`src/rtl/layer1_pkg.sv`:
```
// Shared layer-1 geometry for the pooled-map writer and the layer1_data reader.
// The pooled maps are packed back to back in one RAM, indexed by map number.
package layer1_pkg;

    localparam int IN_W     = 24;
    localparam int OUT_W    = IN_W / 2;
    localparam int MAP_SIZE = OUT_W * OUT_W;
    localparam int ADDR_W   = 13;
    localparam int NUM_W    = 5;

    typedef logic [ADDR_W-1:0] addr_t;

    typedef struct packed {
        logic  we;
        addr_t addr;
        logic  data;
    } ram_wr_t;

    function automatic addr_t map_base(input logic [NUM_W-1:0] num);
        return addr_t'(int'(num) * MAP_SIZE);
    endfunction

endpackage

```
`src/rtl/layer1_pool_writer_if.sv`:
```
// Pixel stream in, layer1_data port-A writes out, plus start/busy/done control.
// master drives the pixel side; slave is the pool writer itself.
interface layer1_pool_writer_if;
    import layer1_pkg::*;

    logic             start;
    logic [NUM_W-1:0] num;
    logic             in_valid;
    logic             in_data;
    logic             in_ready;
    logic             wea;
    addr_t            addra;
    logic             dina;
    logic             busy;
    logic             done;

    modport master (
        output start, num, in_valid, in_data,
        input  in_ready, wea, addra, dina, busy, done
    );

    modport slave (
        input  start, num, in_valid, in_data,
        output in_ready, wea, addra, dina, busy, done
    );

endinterface

```
`src/rtl/pool_line_buf.sv`:
```
// One-row line buffer for 2x2 binary max pooling: even rows store pair ORs,
// odd rows combine them with the current pair and flag a finished window.
module pool_line_buf #(
    parameter int OUT_W = layer1_pkg::OUT_W,
    parameter int CNT_W = 5
) (
    input  logic             clk,
    input  logic             rst,
    input  logic             px_acc,
    input  logic             px_data,
    input  logic             row_odd,
    input  logic [CNT_W-1:0] col,
    output logic             win_valid,
    output logic             win_data
);

    logic             even_px;
    logic [OUT_W-1:0] line_q;
    logic [CNT_W-2:0] slot;
    logic             pair_or;

    assign slot    = col[CNT_W-1:1];
    assign pair_or = even_px | px_data;

    // NOTE: the line buffer is a handful of flops, not a RAM, so it is reset like any other state.
    always_ff @(posedge clk) begin
        if (rst) begin
            even_px <= 1'b0;
            line_q  <= '0;
        end else if (px_acc) begin
            if (!col[0]) begin
                even_px <= px_data;
            end else if (!row_odd) begin
                line_q[slot] <= pair_or;
            end
        end
    end

    assign win_valid = px_acc & row_odd & col[0];
    assign win_data  = line_q[slot] | pair_or;

endmodule

```
`src/rtl/layer1_pool_writer.sv`:
```
// Streams one binary conv map in raster order, 2x2 max-pools it and writes the
// pooled map into layer1_data at num*MAP_SIZE, pulsing done after the last write.
module layer1_pool_writer #(
    parameter int IN_W     = layer1_pkg::IN_W,
    parameter int OUT_W    = layer1_pkg::OUT_W,
    parameter int MAP_SIZE = layer1_pkg::MAP_SIZE
) (
    input  logic                 clk,
    input  logic                 rst,
    layer1_pool_writer_if.slave  bus
);

    localparam int CNT_W = $clog2(IN_W);
    localparam int AW    = layer1_pkg::ADDR_W;

    localparam logic [1:0] S_IDLE  = 2'd0;
    localparam logic [1:0] S_RUN   = 2'd1;
    localparam logic [1:0] S_FLUSH = 2'd2;

    logic [1:0]                     state;
    logic [layer1_pkg::NUM_W-1:0]   num_q;
    logic [CNT_W-1:0]               r_cnt;
    logic [CNT_W-1:0]               c_cnt;
    layer1_pkg::ram_wr_t            wr_q;
    logic                           done_q;

    logic                           px_acc;
    logic                           last_col;
    logic                           last_px;
    logic                           win_valid;
    logic                           win_data;
    layer1_pkg::addr_t              wr_addr;

    assign px_acc   = bus.in_valid && (state == S_RUN);
    assign last_col = (c_cnt == CNT_W'(IN_W - 1));
    assign last_px  = last_col && (r_cnt == CNT_W'(IN_W - 1));

    // Address of the window whose bottom-right pixel is being accepted now.
    assign wr_addr = AW'(num_q) * AW'(MAP_SIZE)
                   + AW'(OUT_W) * AW'(r_cnt >> 1)
                   + AW'(c_cnt >> 1);

    pool_line_buf #(
        .OUT_W (OUT_W),
        .CNT_W (CNT_W)
    ) u_line_buf (
        .clk       (clk),
        .rst       (rst),
        .px_acc    (px_acc),
        .px_data   (bus.in_data),
        .row_odd   (r_cnt[0]),
        .col       (c_cnt),
        .win_valid (win_valid),
        .win_data  (win_data)
    );

    // NOTE: sequential state uses <= so every flop sees pre-edge values regardless of statement order.
    always_ff @(posedge clk) begin
        if (rst) begin
            state  <= S_IDLE;
            num_q  <= '0;
            r_cnt  <= '0;
            c_cnt  <= '0;
            wr_q   <= '0;
            done_q <= 1'b0;
        end else begin
            wr_q.we <= 1'b0;
            done_q  <= 1'b0;

            case (state)
                S_IDLE: begin
                    // A start coinciding with done belongs to the map just finished.
                    if (bus.start && !done_q) begin
                        num_q <= bus.num;
                        r_cnt <= '0;
                        c_cnt <= '0;
                        state <= S_RUN;
                    end
                end
                S_RUN: begin
                    if (px_acc) begin
                        if (last_col) begin
                            c_cnt <= '0;
                            r_cnt <= last_px ? '0 : r_cnt + 1'b1;
                        end else begin
                            c_cnt <= c_cnt + 1'b1;
                        end
                        if (last_px) begin
                            state <= S_FLUSH;
                        end
                    end
                end
                S_FLUSH: begin
                    state  <= S_IDLE;
                    done_q <= 1'b1;
                end
                default: begin
                    state <= S_IDLE;
                end
            endcase

            if (win_valid) begin
                wr_q.we   <= 1'b1;
                wr_q.addr <= wr_addr;
                wr_q.data <= win_data;
            end
        end
    end

    assign bus.in_ready = (state == S_RUN);
    assign bus.busy     = (state != S_IDLE);
    assign bus.done     = done_q;
    assign bus.wea      = wr_q.we;
    assign bus.addra    = wr_q.addr;
    assign bus.dina     = wr_q.data;

endmodule

```
`src/flat_wrapper.sv`:
```
// flat-port wrapper written by rule: the top's interface ports become plain ports
module layer1_pool_writer_flat 
#(
    parameter int IN_W     = layer1_pkg::IN_W,
    parameter int OUT_W    = layer1_pkg::OUT_W,
    parameter int MAP_SIZE = layer1_pkg::MAP_SIZE
)
  (clk, rst, bus_start, bus_num, bus_in_valid, bus_in_data, bus_in_ready, bus_wea, bus_addra, bus_dina, bus_busy, bus_done);
  layer1_pool_writer_if bus_i ();
  input  logic clk;
  input  logic rst;
  input wire logic [$bits(bus_i.start)-1:0] bus_start;
  input wire logic [$bits(bus_i.num)-1:0] bus_num;
  input wire logic [$bits(bus_i.in_valid)-1:0] bus_in_valid;
  input wire logic [$bits(bus_i.in_data)-1:0] bus_in_data;
  output wire logic [$bits(bus_i.in_ready)-1:0] bus_in_ready;
  output wire logic [$bits(bus_i.wea)-1:0] bus_wea;
  output wire logic [$bits(bus_i.addra)-1:0] bus_addra;
  output wire logic [$bits(bus_i.dina)-1:0] bus_dina;
  output wire logic [$bits(bus_i.busy)-1:0] bus_busy;
  output wire logic [$bits(bus_i.done)-1:0] bus_done;
  assign bus_i.start = bus_start;
  assign bus_i.num = bus_num;
  assign bus_i.in_valid = bus_in_valid;
  assign bus_i.in_data = bus_in_data;
  assign bus_in_ready = bus_i.in_ready;
  assign bus_wea = bus_i.wea;
  assign bus_addra = bus_i.addra;
  assign bus_dina = bus_i.dina;
  assign bus_busy = bus_i.busy;
  assign bus_done = bus_i.done;
  layer1_pool_writer #(.IN_W(IN_W), .OUT_W(OUT_W), .MAP_SIZE(MAP_SIZE)) u_core (.clk(clk), .rst(rst), .bus(bus_i));
endmodule
```
`config.mk`:
```
export PLATFORM = sky130hd
export DESIGN_NAME = layer1_pool_writer_flat
export DESIGN_NICKNAME = d
export VERILOG_FILES = /design/src/rtl/layer1_pkg.sv /design/src/rtl/layer1_pool_writer_if.sv /design/src/rtl/pool_line_buf.sv /design/src/rtl/layer1_pool_writer.sv /design/src/flat_wrapper.sv
export SDC_FILE = /design/constraint.sdc
export NUM_CORES = 1
export LEC_CHECK = 0
export CAP_MARGIN = 10
export CORE_MARGIN = 1
export CORE_UTILIZATION = 55
export DETAILED_ROUTE_END_ITERATION = 8
export GPL_ROUTABILITY_DRIVEN = 0
export PLACE_DENSITY = 0.86
export SYNTH_ARGS = -nofsm -noshare
export SYNTH_HDL_FRONTEND = slang
export SYNTH_SLANG_ARGS = --single-unit
export TNS_END_PERCENT = 1
```
`constraint.sdc`:
```
create_clock -name clk -period 3.43 [get_ports clk]
set_input_delay 0.8575 -clock clk [delete_from_list [all_inputs] [get_ports clk]]
set_output_delay 0.8575 -clock clk [all_outputs]
set_load 0.01 [all_outputs]
```
# Yosys cells after proc, flatten, opt, wreduce, memory -nomap -nowiden
# Index checks and enable logic that the tools add are counted.
[op_classes] addsub=4 multipliers=2 order_cmp=2 eq_ne=8 n_mux=19 bitwise=6 reduce_logical=14
[op_table] cell="$mux 5" count=6
[op_table] cell="$pmux 5 s2" count=2
[op_table] cell="$mux 15" count=1
[op_table] cell="$add 13x13->13" count=1
[op_table] cell="$add 13x4->13" count=1
[op_table] cell="$bwmux 12" count=1
[op_table] cell="$add 5x1->5 const B" count=2
[op_table] cell="$eq 5x5->1 const B" count=2
[op_table] cell="$mul 5x4->9 const B" count=1
[op_table] cell="$reduce_and 3->1" count=3
[op_table] cell="$ne 2x1->1 const B" count=4
[op_table] cell="$mul 2x4->6 const A" count=1
[op_table] cell="$mux 2" count=3
[op_table] cell="$lt 4x5->1 const B" count=1
[op_table] cell="$bmux 1 s4" count=1
[op_table] cell="$demux 1 s4" count=1
[op_table] cell="$ge 4x1->1 const B" count=1
[op_table] cell="$logic_and 1x1->1" count=4
[op_table] cell="$pmux 2 s2" count=1
[op_table] cell="$reduce_and 2->1" count=2
[op_table] cell="$reduce_and 4->1" count=1
[op_table] cell="$reduce_bool 2->1" count=2
[op_table] cell="$mux 1" count=3
[op_table] cell="$and 1x1->1" count=2
[op_table] cell="6 further kinds" count=8
[word_totals] regBits=46

# Logic depth before layout (Yosys ltp)
[logic_depth] ltp_word=6 ltp_mapped=11

# Modules after synthesis
# Synthesis repeated with hierarchy kept, for this count alone.
[unflattened] hier_cells=291 hier_area_um2=2736.4
[modules_own_cells] mod="layer1_pool_writer" n_inst=1 cells_per_inst=219 area_each_um2=1999.4
[modules_own_cells] mod="pool_line_buf" n_inst=1 cells_per_inst=72 area_each_um2=737.0

# Worst setup path before layout
# Ideal clock, no wire load.
[synth_path] path_type="register -> register" startpoint="reg u_core.r_cnt[2]" endpoint="reg u_core.wr_q (netlist bit u_core.bus.addra[12])" setup_time_ps=91 arrival_ps=2446 required_ps=3339 setup_slack_ps=893 path_stages_with_launch=9 period_less_slack_ps=2537 path_cell_list="dfxtp_1 ha_1 fa_1 xnor2_1 ha_1 o21a_1 a211oi_1 or4b_1 a311oi_1"
[synth_between] elab_chain_cells=3
[synth_lines] element="start: declaration" line="layer1_pool_writer.sv:22" source="logic [CNT_W-1:0] r_cnt;"
[synth_lines] element="start signal: assignment" line="layer1_pool_writer.sv:84" source="r_cnt <= last_px ? '0 : r_cnt + 1'b1;"
[synth_lines] element="$mul 2x4->6" line="layer1_pool_writer.sv:40" source="+ AW'(OUT_W) * AW'(r_cnt >> 1)"
[synth_lines] element="$add 13x13->13" line="layer1_pool_writer.sv:40"
[synth_lines] element="$add 13x4->13" line="layer1_pool_writer.sv:41" source="+ AW'(c_cnt >> 1);"
[synth_lines] element="end: declaration" line="layer1_pool_writer.sv:24" source="layer1_pkg::ram_wr_t wr_q;"
# No other way between the ends.
# A chain may end at the register's enable or synchronous reset.

# Worst setup path after layout
[layout_path] startpoint="reg u_core.r_cnt[3]" endpoint="reg u_core.wr_q (netlist bit u_core.bus.addra[12])"
# The elaborated chain is that of the path after synthesis.

==> out/metrics.yaml <==
status: "finished clean"
vias: 2309
worstPathArrival_ns: 3.04
initial_core_util_pct: 57.32
wl_per_cell_um: 15.42
synth_compound_area_share_pct: 17.36
critical_path.slowest_cell: "or4b_1"
clock_sinks: 46
fin_crit_sh_pct: 82.69
synth_fa_ha_area_share_pct: 10.01
timing.final.crit_period_ns: 2.836
final_util_pct: 65.79
rsz0062_at_grt: "no"
synth_flop_cell: "dfxtp_1"
r2r_start: "u_core.r_cnt[3]$_SDFFE_PP0P_"
min_from: "u_core.bus.addra[6]$_SDFFE_PP0P_"
final-max-slew-violation-count: 0
min_path_cells: 2
first_global_vias: 2147
reg2reg_to: "u_core.bus.addra[12]$_SDFFE_PP0P_"
grt-ovfl-total: 0
power.density_nw_per_um2: 345.8
post_cts_buffers: 0
r2r_slack_ns: 0.59
use_met2_pct: 36.55
boundaryPins: 28
dr.pass1.iters: 4
vias_per_cell: 5.966
die_h_um: 72.39
n_antenna_cell: 0
synth_top_area_cell: "dfxtp_1"
clock.fmax_mhz: 352.6
hold_violations: 0
dp.final_hpwl_mm: 4.292
path_cells: "inv_1, ha_1, inv_1, a21oi_1, o21bai_1, xnor2_1, ha_1, o21a_1, a211oi_1, or4b_1, a311oi_1"
port-buffer-count: 27
clkLatencyLatePin_ns: 0.30
synthSimpleGateAreaFrac_pct: 24.89
grt_pass1_wl_mm: 9.860
cts_resized: 0
ctsHoldBuffers: 0
max_slew.worst_pin.slew_ns: 0.6390
tritoncts: "done"
synth.net_count: 329
reg2regPathDepth: 11
start_kind: "flop"
synth_top_area_share_pct: 33.79
syn_inst: 299
worstPathBufferInverterCount: 2
clkTransAtPathRegs_ns: 0.09
die_area_um2: 5240
cp.required_ns: 3.63
drt-total-wl_mm: 5.966
grt_util_all_layers_pct: 24.04
cap_violations: 0
synth_edf_count: 0
slew-limit-headroom_pct: 57.25
avgSynthCellArea_um2: 9.114
grtUsageMet3_pct: 5.000
cts_max_level: 2
setup_viol: 0
drive_above_1_share_pct: 8.438
critical_path_class: "reg -> reg"
yosys_warnings: 0
finalClockSkew_ns: 0.004550
num_rows: 25
synthArstFlopShare_pct: 0
crit_family: "compound AO/OA/AOI/OAI gates"
synth-xor-area-share_pct: 1.286
ir_worst_vdd_v: 0.0002234
core_um2: 4755
cpPeakStageDelay_ns: 0.55
top_usage_layer: "met2"
syn_to_final_growth_pct: 14.78
synth_area_um2: 2725
ys_ff_latch: 46
met1_usage_pct: 33.28
synthTopCellsByArea: "dfxtp_1 (34%), ha_1 (7.8%), mux2i_1 (5.5%), nor2_1 (4.4%), a21oi_1 (3.7%)"
die_w_um: 72.39
clock_tree.buffer_depth: 2
final_antenna_net_count: 0
drc_errors: 0
synth_top_family_by_area: "simple AND/OR/NAND/NOR gates"
antenna_found_initial: 0
grt_max_degree: 24
synth_most_common_cell: "dfxtp_1"
synthTopCellsByCount: "dfxtp_1 (46), nor2_1 (32), a21oi_1 (20)"
root_buffer: "clkbuf_8"
synthMuxAreaShare_pct: 8.402
whs_endpoint: "u_core.bus.addra[6]$_SDFFE_PP0P_"
first_iter_violations: 183
critPathMaxFanout: 5
nets: 349
finalSetupTns_ns: 0
hold_path.class: "reg -> reg"
yosysSeqAreaShare_pct: 33.79
cts_made_buffers: 5
power.leakage_nw: 1.213
synth_cell_types: 57
end_kind: "flop"
[state kept, by name (all words and copies together) (netlist names)]
name,flops
u_core.u_line_buf.line_q,12
u_core.bus.dina,1
u_core.state,2
u_core.bus.addra,13
u_core.bus.done,1
u_core.c_cnt,5
u_core.r_cnt,5
u_core.num_q,5
u_core.bus.wea,1
u_core.u_line_buf.even_px,1
[tightest hold or removal path: stages, from the launching register on]
cell and delay (ns):
dfxtp_1 0.32, nand2_1 0.05, a21oi_1 0.05
[cells by family after synthesis]
group | count (synthesis)
AOI/OAI and AO/OA | 68
xor gates and xnor gates | 4
adders and majority gates | 20
buffers and inverters | 26
DFF | 46
muxes | 19
and+or+nand+nor | 116
[where the power goes]
group	leakage (nW)	internal (mW)	switching (mW)	total, mW
combinational	0.783	0.0537	0.0733	0.127
sequential	0.372	0.542	0.0153	0.557
clock	0.0579	0.215	0.183	0.397
[worst max path at each step]
stage	start	end	slack, ns	depth (start not counted)
2_1_floorplan	u_core.r_cnt[2]$_SDFFE_PP0P_	u_core.bus.addra[12]$_SDFFE_PP0P_	0.89	8
3_3_place_gp	u_core.r_cnt[2]$_SDFFE_PP0P_	u_core.bus.addra[10]$_SDFFE_PP0P_	0.79	8
3_5_place_dp	u_core.r_cnt[3]$_SDFFE_PP0P_	u_core.bus.addra[12]$_SDFFE_PP0P_	0.70	11
4_1_cts	u_core.r_cnt[3]$_SDFFE_PP0P_	u_core.bus.addra[12]$_SDFFE_PP0P_	0.63	11
5_1_grt	u_core.r_cnt[3]$_SDFFE_PP0P_	u_core.bus.addra[12]$_SDFFE_PP0P_	0.44	11
6_report	u_core.r_cnt[3]$_SDFFE_PP0P_	u_core.bus.addra[12]$_SDFFE_PP0P_	0.59	11
[through the flow]
stage,std cells,instance area (um^2),power [mW],hold WS [ns],worst slack [ns]
floorplan,299,2725,0.6576,0.4275,0.8929
global route,387,3128,1.133,0.4805,0.4413
CTS,387,3128,1.095,0.4594,0.6343
global placement,379,3019,0.6916,0.4405,0.7907
finish,387,3128,1.082,0.4619,0.5936
detailed placement,379,3019,0.6957,0.4469,0.6995
[cell type report]
| type | count | area (um^2) |
|---|---|---|
| clock buffer | 5 | 68.82 |
| clock inverter | 3 | 40.04 |
| fill | 417 | 1627 |
| inverter | 9 | 33.78 |
| multi-input combinational | 227 | 1688 |
| sequential | 46 | 920.9 |
| tap | 67 | 83.83 |
| timing repair buffer | 30 | 292.8 |
[per-layer routing]
layer	vias to the layer above	wire length, um	share of wire (%)
li1	1156	-	-
met1	1093	2975	50
met2	51	2704	45
met3	9	202	3.4
met4	0	83	1.4
met5	-	0	0
[cell usage in the layout, fill, tap and decap left out, types with 3 or more instances in the layout]
master / netlist / final
or3_1: 6 / 6
nor4_2: 4 / 4
a21o_1: 4 / 4
mux2i_1: 15 / 15
o211ai_1: 3 / 3
o21ai_0: 5 / 5
a31oi_1: 3 / 3
nor3b_1: 3 / 3
fa_1: 3 / 3
xnor2_1: 4 / 4
nand4b_1: 5 / 5
nand2_1: 19 / 19
nand2b_1: 4 / 4
nor4_1: 4 / 4
clkbuf_8: 0 / 5
nand4_1: 7 / 7
a21oi_1: 20 / 20
buf_4: 1 / 3
a211o_1: 4 / 4
a211oi_1: 7 / 7
inv_1: 9 / 9
nor3_1: 4 / 4
o21ai_1: 4 / 4
ha_1: 17 / 17
clkdlybuf4s50_1: 0 / 27
nor2_1: 32 / 32
nand3b_1: 6 / 6
nand3_1: 7 / 7
o21bai_1: 3 / 3
mux4_2: 3 / 3
dfxtp_1: 46 / 46
Power figures use the tool's default switching activity.
